File: src/rtl/pwm_ramp_sequencer.sv
// pwm_ramp_sequencer
// Slew-limited duty / mode sequencer feeding the 3-channel PWM generator.
// Duty moves toward the host target by at most STEP LSBs every DIV PWM
// periods. A mode (sel) change first drains duty to 0, swaps sel in a
// dedicated one-cycle state, then ramps up to the new target.
module pwm_ramp_sequencer #(
  parameter int WIDTH = 8,
  parameter int STEP  = 4,
  parameter int DIV   = 2
) (
  input  logic             clk,
  input  logic             rst_n,
  input  logic             ena,
  input  logic             period_tick,
  input  logic             load,
  input  logic [WIDTH-1:0] tgt_duty,
  input  logic             tgt_sel,
  output logic [WIDTH-1:0] duty_n,
  output logic             sel,
  output logic             load_ack,
  output logic             busy,
  output logic             done
);

  typedef enum logic [1:0] {
    IDLE  = 2'd0,
    RAMP  = 2'd1,
    DRAIN = 2'd2,
    SWAP  = 2'd3
  } state_t;

  localparam int                 CNT_W    = (DIV > 1) ? $clog2(DIV) : 1;
  localparam logic [CNT_W-1:0]   DIV_LAST = CNT_W'(DIV - 1);
  localparam logic [WIDTH:0]     STEP_X   = (WIDTH + 1)'(STEP);
  localparam logic [WIDTH-1:0]   STEP_W   = WIDTH'(STEP);

  state_t             state;
  logic [WIDTH-1:0]   tgt_d;
  logic               tgt_s;
  logic [CNT_W-1:0]   div_cnt;

  logic               step_evt;
  logic [WIDTH-1:0]   duty_goal;
  logic [WIDTH-1:0]   duty_step;

  // Move cur toward goal by at most STEP; the signed WIDTH+1 difference
  // keeps the direction and magnitude exact, so the result never overshoots
  // the goal and never wraps past 0 or 2**WIDTH-1.
  function automatic logic [WIDTH-1:0] step_toward(input logic [WIDTH-1:0] cur,
                                                   input logic [WIDTH-1:0] goal);
    logic signed [WIDTH:0] diff;
    logic        [WIDTH:0] mag;
    logic        [WIDTH-1:0] res;
    diff = $signed({1'b0, goal}) - $signed({1'b0, cur});
    res  = cur;
    if (diff[WIDTH]) begin
      mag = $unsigned(-diff);
      res = (mag > STEP_X) ? (cur - STEP_W) : goal;
    end else if (diff != '0) begin
      mag = $unsigned(diff);
      res = (mag > STEP_X) ? (cur + STEP_W) : goal;
    end
    return res;
  endfunction

  assign busy = (state != IDLE);

  // Step qualification and the next duty value toward the current goal
  always_comb begin
    step_evt  = period_tick && (div_cnt == DIV_LAST);
    duty_goal = (state == DRAIN) ? '0 : tgt_d;
    duty_step = step_toward(duty_n, duty_goal);
  end

  // Sequencer: divider, target capture, state transitions and outputs
  always_ff @(posedge clk or negedge rst_n) begin
    if (!rst_n) begin
      state    <= IDLE;
      duty_n   <= '0;
      sel      <= 1'b0;
      load_ack <= 1'b0;
      done     <= 1'b0;
      tgt_d    <= '0;
      tgt_s    <= 1'b0;
      div_cnt  <= '0;
    end else if (!ena) begin
      load_ack <= 1'b0;
      done     <= 1'b0;
    end else begin
      load_ack <= load;
      done     <= 1'b0;
      if (period_tick) begin
        div_cnt <= step_evt ? '0 : div_cnt + 1'b1;
      end
      if (load) begin
        // A load overrides any step or swap on this edge
        tgt_d <= tgt_duty;
        tgt_s <= tgt_sel;
        if (tgt_sel != sel) begin
          state <= DRAIN;
        end else if (tgt_duty == duty_n) begin
          state <= IDLE;
          done  <= 1'b1;
        end else begin
          state <= RAMP;
        end
      end else begin
        case (state)
          IDLE: begin
          end
          RAMP: begin
            if (step_evt) begin
              duty_n <= duty_step;
              if (duty_step == tgt_d) begin
                state <= IDLE;
                done  <= 1'b1;
              end
            end
          end
          DRAIN: begin
            if (duty_n == '0) begin
              state <= SWAP;
            end else if (step_evt) begin
              duty_n <= duty_step;
            end
          end
          SWAP: begin
            // duty_n is 0 here, so the mode flips with no pulse in flight
            sel     <= tgt_s;
            div_cnt <= '0;
            if (tgt_d == '0) begin
              state <= IDLE;
              done  <= 1'b1;
            end else begin
              state <= RAMP;
            end
          end
          default: state <= IDLE;
        endcase
      end
    end
  end

endmodule

File: config.mk
export PLATFORM = sky130hd
export DESIGN_NAME = pwm_ramp_sequencer
export DESIGN_NICKNAME = d
export VERILOG_FILES = /design/src/rtl/pwm_ramp_sequencer.sv
export SDC_FILE = /design/constraint.sdc
export NUM_CORES = 1
export LEC_CHECK = 0
export CAP_MARGIN = 20
export CORE_MARGIN = 8
export CORE_UTILIZATION = 40
export CTS_CLUSTER_DIAMETER = 150
export DETAILED_ROUTE_END_ITERATION = 16
export PLACE_DENSITY = 0.55
export SETUP_SLACK_MARGIN = 0.3
export SYNTH_ARGS = -nofsm -noshare
export SYNTH_HDL_FRONTEND = slang
export SYNTH_SLANG_ARGS = --single-unit
File: constraint.sdc
create_clock -name clk -period 6.4 [get_ports clk]
set_input_delay 0.64 -clock clk [delete_from_list [all_inputs] [get_ports clk]]
set_output_delay 0.64 -clock clk [all_outputs]
set_load 0.01 [all_outputs]
After elaboration in Yosys (flattened, before gate mapping)
Index checks and enable logic that the tools add are counted.
Cells by class
  add/sub/neg operators: 5
  $lt $le $gt $ge: 2
  eq/ne operators: 10
  multiplexer cells: 29
  bitwise logic cells: 1
  reduce and logical (&&, ||, !) cells: 11
Operators with widths (count)
  $mux 8: 7
  $gt 9x3->1 const B: 2
  $eq 8x8->1: 2
  $logic_not 8->1: 2
  $pmux 8 s2: 1
  $mux 1: 14
  $mux 2: 5
  $neg 9->9: 1
  $reduce_bool 9->1: 1
  $sub 8x8->9: 1
  $add 8x3->8 const B: 1
  $sub 8x3->8 const B: 1
  $ne 3x3->1 const B: 2
  $pmux 2 s3: 1
  $reduce_and 5->1: 1
  $eq 2x2->1 const B: 2
  $reduce_and 4->1: 1
  $reduce_bool 2->1: 2
  $reduce_bool 4->1: 1
  $ne 3x2->1 const B: 1
  $reduce_and 3->1: 1
  $eq 2x1->1 const B: 1
  $ne 2x2->1 const B: 1
  $pmux 1 s2: 1
  5 further kinds: 5
Storage, ports and cells
  bits in registers: 23
  bits of input ports: 14
  output and inout port bits: 12
  logic and storage cells: 66

Longest topological paths before layout
Gate-level depths: netlist (run 1).
  depth after elaboration: 13
  depth in mapped cells: 28
  gate-level depth less buffers: 25

Worst setup path after synthesis (run 1)
OpenSTA, ideal clock, no wires.
  kind: flip-flop to flip-flop
  start point: register state[0]
  end point: register state[0]
  setup time: 0.125 ns
  arrival: 5.794 ns
  required time: 6.275 ns
  path slack: 0.481 ns
  stages on the path, launching flop included: 25
  buffers on the path: 4
  period minus slack after synthesis: 5.919 ns
  cell sequence: dfrtp_1 inv_1 ha_1 buf_2 buf_1 nor2b_1 inv_1 fa_1 nor2b_1 o21ai_0 nand2_1 a41oi_2 inv_1 clkbuf_1 clkbuf_1 ha_1 or3_1 or2b_1 nor3_2 nor3_1 a32o_1 mux2i_1 or4_4 o221a_4 mux2_4
Between the ends
  cells in the longest elaborated chain, start to end: 10
  elaborated cells between the ends (all ways): 21
  those cells by class: add/sub (2); order compare (2); eq/ne (7); mux (7); reduce/logical (3)
Ends and longest elaborated chain
  start: declaration: line 37  | state_t state;
  start signal: assignment: line 78  | state <= IDLE;
  start signal: assignment: line 100  | state <= DRAIN;
  start signal: assignment: line 102  | state <= IDLE;
  $eq 2x2->1: line 71, 108
  $mux 8: line 71  | duty_goal = (state == DRAIN) ? '0 : tgt_d;
  $sub 8x8->9: line 54  | diff = $signed({1'b0, goal}) - $signed({1'b0, cur});
  $neg 9->9 / $gt 9x3->1 (equally long branches): line 57, 61
  $gt 9x3->1 / $mux 8 (equally long branches): line 58, 61
  $mux 8 (on tied branches): line 58, 59
  $mux 8: line 56  | if (diff[WIDTH]) begin
  $eq 8x8->1: line 114  | if (duty_step == tgt_d) begin
  $ne 3x3->1 (no line)
  $reduce_and 5->1 (no line)
Parallel ways exist; a longest one is shown, timed or not.
A chain may end at the register's enable or synchronous reset.

Worst setup path after layout (run 1)
Same ends and word-level chain as after synthesis.

==> flow_summary.yaml, run 1 <==
power:
  power_mw: 1.876
  p_leak_nw: 1.288
  peakVddDrop_v: 0.0001610
  p_per_area_nw_per_um2: 559.6
yosys:
  synth_xor_area_share_pct: 8.625
  synth-edff-count: 0
  synth_top_family_by_area: "compound AO/OA/AOI/OAI gates"
  synth_compound_area_share_pct: 28.10
  ys_seq_area_share_pct: 19.64
  synthArstFlopShare_pct: 100.0
  synth_nets: 401
  synth_area_leader_cell: "dfrtp_1"
  synth-simple-area-share_pct: 23.95
  synth_cell_types: 80
  synth.yosys.warnings: 0
  syn_area_um2: 2930
  postSynthAreaPerCell_um2: 7.856
  synthMuxAreaShare_pct: 6.704
  synth_area_leaders: "dfrtp_1, xnor2_1, ha_1"
  yosysTopAreaCellShare_pct: 19.64
  ys_ff_latch: 23
  synth_cells: 373
  synthAdderAreaFrac_pct: 6.234
  yosys_most_used_dff: "dfrtp_1"
global_routing:
  antenna_found_initial: 0
  grt_pass1_vias: 2806
  overflow: 0
  use_met2_pct: 29.18
  met3_usage_pct: 3.093
  grt_start_max_net_pins: 25
  grt_pass1_wl_mm: 15.34
  track_usage_pct: 18.96
  top_usage_layer: "met2"
  met1_usage_pct: 25.65
run:
  maxCapViolations: 0
die:
  start_util_pct: 40.84
  core_area_um2: 7176
  die_w_um: 101.6
  rows: 31
  dieArea_um2: 10320
  ios: 26
  fp.dieH_um: 101.6
run_status:
  status: "complete, no violations"
place:
  numPlacedInstances: 482
  place_congestion: 0.9039
  port_buffers: 25
  dp_hpwl_mm: 7.292
cells_and_area:
  num_antenna_cells: 0
  area_delta_synth_final_pct: 14.39
  drive_above_1_share_pct: 12.85
  post-route-util_pct: 46.71
  layout.nets: 418
  nFillCells: 730
  multi_input_area_um2: 2183
  final-seq-area_um2: 575.6
  stdcell_count: 488
clocking:
  clockBufferDepth: 2
  cts_tree: "done"
  clk_latency_ps: 280
  clockRootBuffer: "clkbuf_8"
  clk_pin_slew_ps: 100
  htreeDepth: 1
  clock-sinks: 23
  cts_buffers: 3
  cts_hold_buffers: 0
worst_hold_path:
  holdPathEnd: "sel$_DFFE_PN0P_"
  min_path_cells: 1
  worst_hold_path_type: "reg -> reg"
  hold_path.startpoint: "tgt_s$_DFFE_PN0P_"
worst_setup_path:
  crit_slowest_cell: "or4b_4"
  required_ps: 6580
  timing.rr.end: "state[0]$_DFFE_PN0P_"
  rrSetupSlack_ps: 560
  crit_buf_inv: 3
  r2r_cells: 23
  cp_max_fo: 7
  worstSetupPathType: "reg -> reg"
  critical-path-max-stage-delay_ps: 550
  crit_arrival_ps: 6020
  cp_cell_sequence: "inv_1 > ha_1 > inv_1 > nand2_1 > inv_1 > ha_1 > nand3b_1 > a2111oi_2 > a221oi_4 > xor2_2 > a221oi_2 > nor4_2 > ha_1 > nor2_1 > nand4_1 > or4b_4 > nor2_4 > nor3_1 > nor4_1 > nand3_1 > or4_4 > o221a_4 > mux2_4"
  crit_family: "simple AND/OR/NAND/NOR gates"
  end_kind: "flip-flop"
  critPathLaunchType: "flip-flop"
  r2r-start: "state[0]$_DFFE_PN0P_"
timing:
  finalCriticalPeriod_ps: 5843
  hold_viol: 0
  hold_ws_ps: 519.2
  tightestPinTransition_ps: 679.0
  fin_worst_skew_ps: 9.267
  min_period_over_period_pct: 91.30
  max_freq_ghz: 0.1711
  grt_setup_unrepaired: "false"
  max-slew-margin-rel_pct: 54.73
  finalSetupViolCount: 0
  tns_ps: 0
  slew_violations: 0
routing:
  drt_iter0_markers: 231
  via_count: 2919
  drc: 0
  drtPass1Iterations: 5
  wl_per_cell_um: 19.29
  drtAntennaViolNets: 0
  drt-vias-per-instance: 5.982
  drt-total-wl_mm: 9.413
[routing by layer]
metal | part of all wire, % | wire (um)
met5 | 0 | 0
met4 | 2.4 | 224
met3 | 7.7 | 724
met2 | 46 | 4285
met1 | 44 | 4179
[placed cells by master, fill, tap and decap left out, types with 7 or more instances in the layout]
master	netlist	layout
nand2_1	39	39
clkdlybuf4s50_1	0	25
dfrtp_1	23	23
nor2_1	22	22
xnor2_1	22	22
inv_1	21	21
o21ai_0	24	21
a21oi_1	17	16
nor3_1	14	14
ha_1	13	13
buf_4	0	12
nand3_1	10	10
mux2_2	9	9
nor2b_1	8	7
a31oi_1	7	7
mux2i_1	8	7
[cells in the mapped netlist, drive strengths merged (7+ instances only)]
master	instances
nand2	39
o21ai	26
nor2	24
dfrtp	23
inv	22
xnor2	22
a21oi	18
clkbuf	17
nor3	15
ha	13
mux2	10
nand3	10
nor2b	9
buf	8
mux2i	8
nor4	8
a31oi	7
[logic make-up (layout without fill, tap and decap cells)]
family	Yosys count	after routing
XOR/XNOR	28	28
adder cells (fa/ha/maj)	14	14
AND/OR/NAND/NOR	132	132
flip-flops	23	23
buffers and inverters	47	63
AO/OA/AOI/OAI	111	111
multiplexers	18	18
[sequential cells by signal, summed over array words and instances, names as in the netlist]
signal    flops
div_cnt       1
done          1
duty_n        8
load_ack      1
sel           1
state         2
tgt_d         8
tgt_s         1
[report_power, final]
group / leakage (nW) / total [mW] / internal, mW / switching (mW)
combinational: 0.983 / 1.48 / 0.598 / 0.882
sequential: 0.279 / 0.294 / 0.185 / 0.109
clock: 0.0255 / 0.101 / 0.0438 / 0.0573
[per-stage QoR]
| stage | cell area, um2 | setup slack [ps] |
|---|---|---|
| 6_report | 3352 | 557.0 |
| 5_1_grt | 3352 | 289.5 |
| 4_1_cts | 3317 | 394.0 |
| 3_5_place_dp | 3264 | 310.4 |
| 3_3_place_gp | 3264 | 437.6 |
| 2_1_floorplan | 2930 | 481.3 |
[what timing repair did]
item	in CTS	in global routing
resized for setup	1	9
pin swaps	0	5
setup buffers	0	2
gates cloned	0	0
setup endpoints to repair	1	2
[how the worst max path moves through the flow]
| stage | from | to | cells after the start | slack (ps) |
|---|---|---|---|---|
| 2_1_floorplan | state[0]$_DFFE_PN0P_ | state[0]$_DFFE_PN0P_ | 24 | 480 |
| 3_3_place_gp | state[0]$_DFFE_PN0P_ | state[0]$_DFFE_PN0P_ | 23 | 440 |
| 3_5_place_dp | state[0]$_DFFE_PN0P_ | state[0]$_DFFE_PN0P_ | 23 | 310 |
| 4_1_cts | state[0]$_DFFE_PN0P_ | state[0]$_DFFE_PN0P_ | 24 | 390 |
| 5_1_grt | state[0]$_DFFE_PN0P_ | state[0]$_DFFE_PN0P_ | 23 | 290 |
| 6_report | state[0]$_DFFE_PN0P_ | state[0]$_DFFE_PN0P_ | 23 | 560 |
[area by class of cell]
cell class,count,share of cell area [%]
timing repair buffer,37,10.15
multi-input combinational,303,65.14
sequential,23,17.17
clock inverter,1,0.1493
inverter,22,2.464
clock buffer,3,1.232
tap,99,3.695
Note: power is estimated with default switching activity, not from simulation.
==> inputs of run 2 (changes only) <==
--- a/config.mk
+++ b/config.mk
@@ -10,6 +10,7 @@
 export CORE_UTILIZATION = 40
 export CTS_CLUSTER_DIAMETER = 150
 export DETAILED_ROUTE_END_ITERATION = 16
+export MAX_ROUTING_LAYER = met4
 export PLACE_DENSITY = 0.55
 export SETUP_SLACK_MARGIN = 0.3
 export SYNTH_ARGS = -nofsm -noshare
==> run 2 against run 1 <==
  * Clock-buffer cell count did not move
  * Fmax is 0.55% higher
  * Die area unchanged
  * Power up 3.5%
  * Register-to-register slack better by 30 ps
  * Clock skew barely moved
  * Via count increased by 1.4%
  * Cell count up 0.61%
  * Critical path depth rose by 1
  * Wire length grew 4.1%
  * First-iteration DRC count is 4.3% higher
  * Worst setup slack better by 32 ps
  * Critical endpoint unchanged
  * Largest cell class unchanged
==> flow_summary.yaml, run 2 (synthesized netlist as in run 1, its figures left out) <==
die:
  core_area_um2: 7176
  fp.dieH_um: 101.6
  ios: 26
  rows: 31
  die_w_um: 101.6
  start_util_pct: 40.84
  dieArea_um2: 10320
cells_and_area:
  final_cell_mix: "nand2_1, clkdlybuf4s50_1, dfrtp_1"
  num_antenna_cells: 0
  drive_above_1_share_pct: 14.54
  layout.nets: 421
  top_regs: "duty_n: 8 flops, tgt_d: 8 flops, state: 2 flops"
  area_delta_synth_final_pct: 16.87
  nFillCells: 744
  post-route-util_pct: 47.72
  layout_commonest_cell: "nand2_1"
timing:
  layout_setup_ws_ps: 589.0
  hold_viol: 0
  fin_worst_skew_ps: 8.800
  max-slew-margin-rel_pct: 51.09
  finalCriticalPeriod_ps: 5811
  finalSetupViolCount: 0
  min_period_over_period_pct: 90.80
  tns_ps: 0
  grt_setup_unrepaired: "false"
  slew_violations: 0
  tightestPinTransition_ps: 733.6
  max_freq_ghz: 0.1721
worst_setup_path:
  required_ps: 6570
  end_kind: "flip-flop"
  cp_max_fo: 7
  critical-path-max-stage-delay_ps: 590
  cp_cell_sequence: "inv_1 > ha_1 > inv_1 > buf_6 > nand2_1 > ha_2 > nand3b_1 > a2111oi_4 > a221oi_4 > buf_4 > xor2_2 > a221oi_2 > nor4_2 > ha_1 > nor2_1 > nand4_1 > or4b_4 > nor2_4 > nor3_1 > a32o_1 > mux2i_1 > or4_4 > o221a_4 > mux2_4"
  r2r_cells: 24
  crit_arrival_ps: 5990
  critPathLaunchType: "flip-flop"
  timing.rr.end: "state[0]$_DFFE_PN0P_"
  worstSetupPathType: "reg -> reg"
  r2r-start: "state[0]$_DFFE_PN0P_"
  rrSetupSlack_ps: 590
  crit_slowest_cell: "or4b_4"
clocking:
  cts_hold_buffers: 0
  cts_tree: "done"
  cts_buffers: 3
  clockBufferDepth: 2
  clock-sinks: 23
  clockRootBuffer: "clkbuf_8"
  clk_latency_ps: 280
  htreeDepth: 1
  clk_pin_slew_ps: 100
routing:
  drtAntennaViolNets: 0
  drt-total-wl_mm: 9.795
  drc: 0
  via_count: 2961
  wl_per_cell_um: 19.95
  drt_iter0_markers: 241
  drt-vias-per-instance: 6.031
  drtPass1Iterations: 5
place:
  dp_hpwl_mm: 7.466
  place_ws_ps: 323.8
  port_buffers: 25
  place_congestion: 0.9420
global_routing:
  grt_pass1_vias: 2869
  grt_start_max_net_pins: 24
  overflow: 0
  grt_pass1_wl_mm: 15.56
  track_usage_pct: 19.84
  antenna_found_initial: 0
power:
  sw_frac_of_total_pct: 55.87
  p_leak_nw: 1.300
  combPwrFrac_pct: 79.6
  p_per_area_nw_per_um2: 566.9
  p_int_mw: 0.8569
  power.switching_mw: 1.085
  clockPowerShare_pct: 5.1
  peakVddDrop_v: 0.0001932
  seqPwrFrac_pct: 15.3
run_status:
  status: "complete, no violations"
worst_hold_path:
  min_path_cells: 1
  hold_path.startpoint: "tgt_s$_DFFE_PN0P_"
  holdPathEnd: "sel$_DFFE_PN0P_"
  worst_hold_path_type: "reg -> reg"
run:
  maxCapViolations: 0
run 2: layout make-up:
cell class / count / area, um2 / area share, %
well taps: 99 / 123.9 / 3.617
repair buffers: 40 / 366.6 / 10.71
multi-input cells: 303 / 2230 / 65.11
inverters: 22 / 82.58 / 2.411
clock buffers: 3 / 41.29 / 1.206
flip-flops and latches: 23 / 575.6 / 16.81
clock inverters: 1 / 5.005 / 0.1461
run 2: per-layer routing:
| metal | up-vias | GRT usage, % | part of all wire [%] |
|---|---|---|---|
| met2 | 135 | 31.14 | 46 |
| li1 | 1417 | - | - |
| met3 | 14 | 2.612 | 6.7 |
| met4 | 0 | 5.269 | 1.8 |
| met5 | - | - | 0 |
| met1 | 1395 | 26.03 | 45 |
run 2: timing repair:
item                       4_1_cts  5_1_grt
gates resized for setup          1       17
setup buffers                    0        5
gates cloned                     0        0
setup endpoints to repair        1        2
pin swaps                        0        7
run 2: worst max-delay path by stage:
stage                          from                    to  cells past startpoint
3_5_place_dp   state[0]$_DFFE_PN0P_  state[0]$_DFFE_PN0P_                     23
4_1_cts        state[0]$_DFFE_PN0P_  state[0]$_DFFE_PN0P_                     24
5_1_grt        state[0]$_DFFE_PN0P_  state[0]$_DFFE_PN0P_                     24
3_3_place_gp   state[0]$_DFFE_PN0P_  state[0]$_DFFE_PN0P_                     23
2_1_floorplan  state[0]$_DFFE_PN0P_  state[0]$_DFFE_PN0P_                     24
6_report       state[0]$_DFFE_PN0P_  state[0]$_DFFE_PN0P_                     24
run 2: metrics by stage:
step | hold WS (ps) | power (mW) | instance area (um2) | cells
global placement | 497.1 | 1.732 | 3264 | 482
detailed placement | 495.3 | 1.723 | 3264 | 482
global route | 541.7 | 2.080 | 3425 | 491
floorplan | 344.4 | 1.320 | 2930 | 373
CTS | 518.9 | 1.834 | 3317 | 486
finish | 518.6 | 1.942 | 3425 | 491
run 2: power groups by stage:
stage | combinational, mW | clock (mW) | sequential [mW]
2_1_floorplan | 1.09 | 0 | 0.234
3_3_place_gp | 1.43 | 0 | 0.298
3_5_place_dp | 1.42 | 0 | 0.299
4_1_cts | 1.44 | 0.102 | 0.295
5_1_grt | 1.67 | 0.106 | 0.307
6_report | 1.55 | 0.0985 | 0.297
run 2: critical path, delay by kind of cell (launching register included):
kind	cells	cell delay, ps
adder cells (fa/ha/maj)	3	730
multiplexers	2	440
flip-flops	1	360
AO/OA/AOI/OAI	5	1380
buffers and inverters	4	480
AND/OR/NAND/NOR	9	2110
XOR/XNOR	1	190
==> inputs of run 3 (changes only) <==
--- a/config.mk
+++ b/config.mk
@@ -9,6 +9,7 @@
 export CORE_MARGIN = 8
 export CORE_UTILIZATION = 40
 export CTS_CLUSTER_DIAMETER = 150
+export CTS_CLUSTER_SIZE = 16
 export DETAILED_ROUTE_END_ITERATION = 16
 export MAX_ROUTING_LAYER = met4
 export PLACE_DENSITY = 0.55
==> results of run 3 <==
Same layout as run 2: the final DEF is identical, and so are final timing and power.
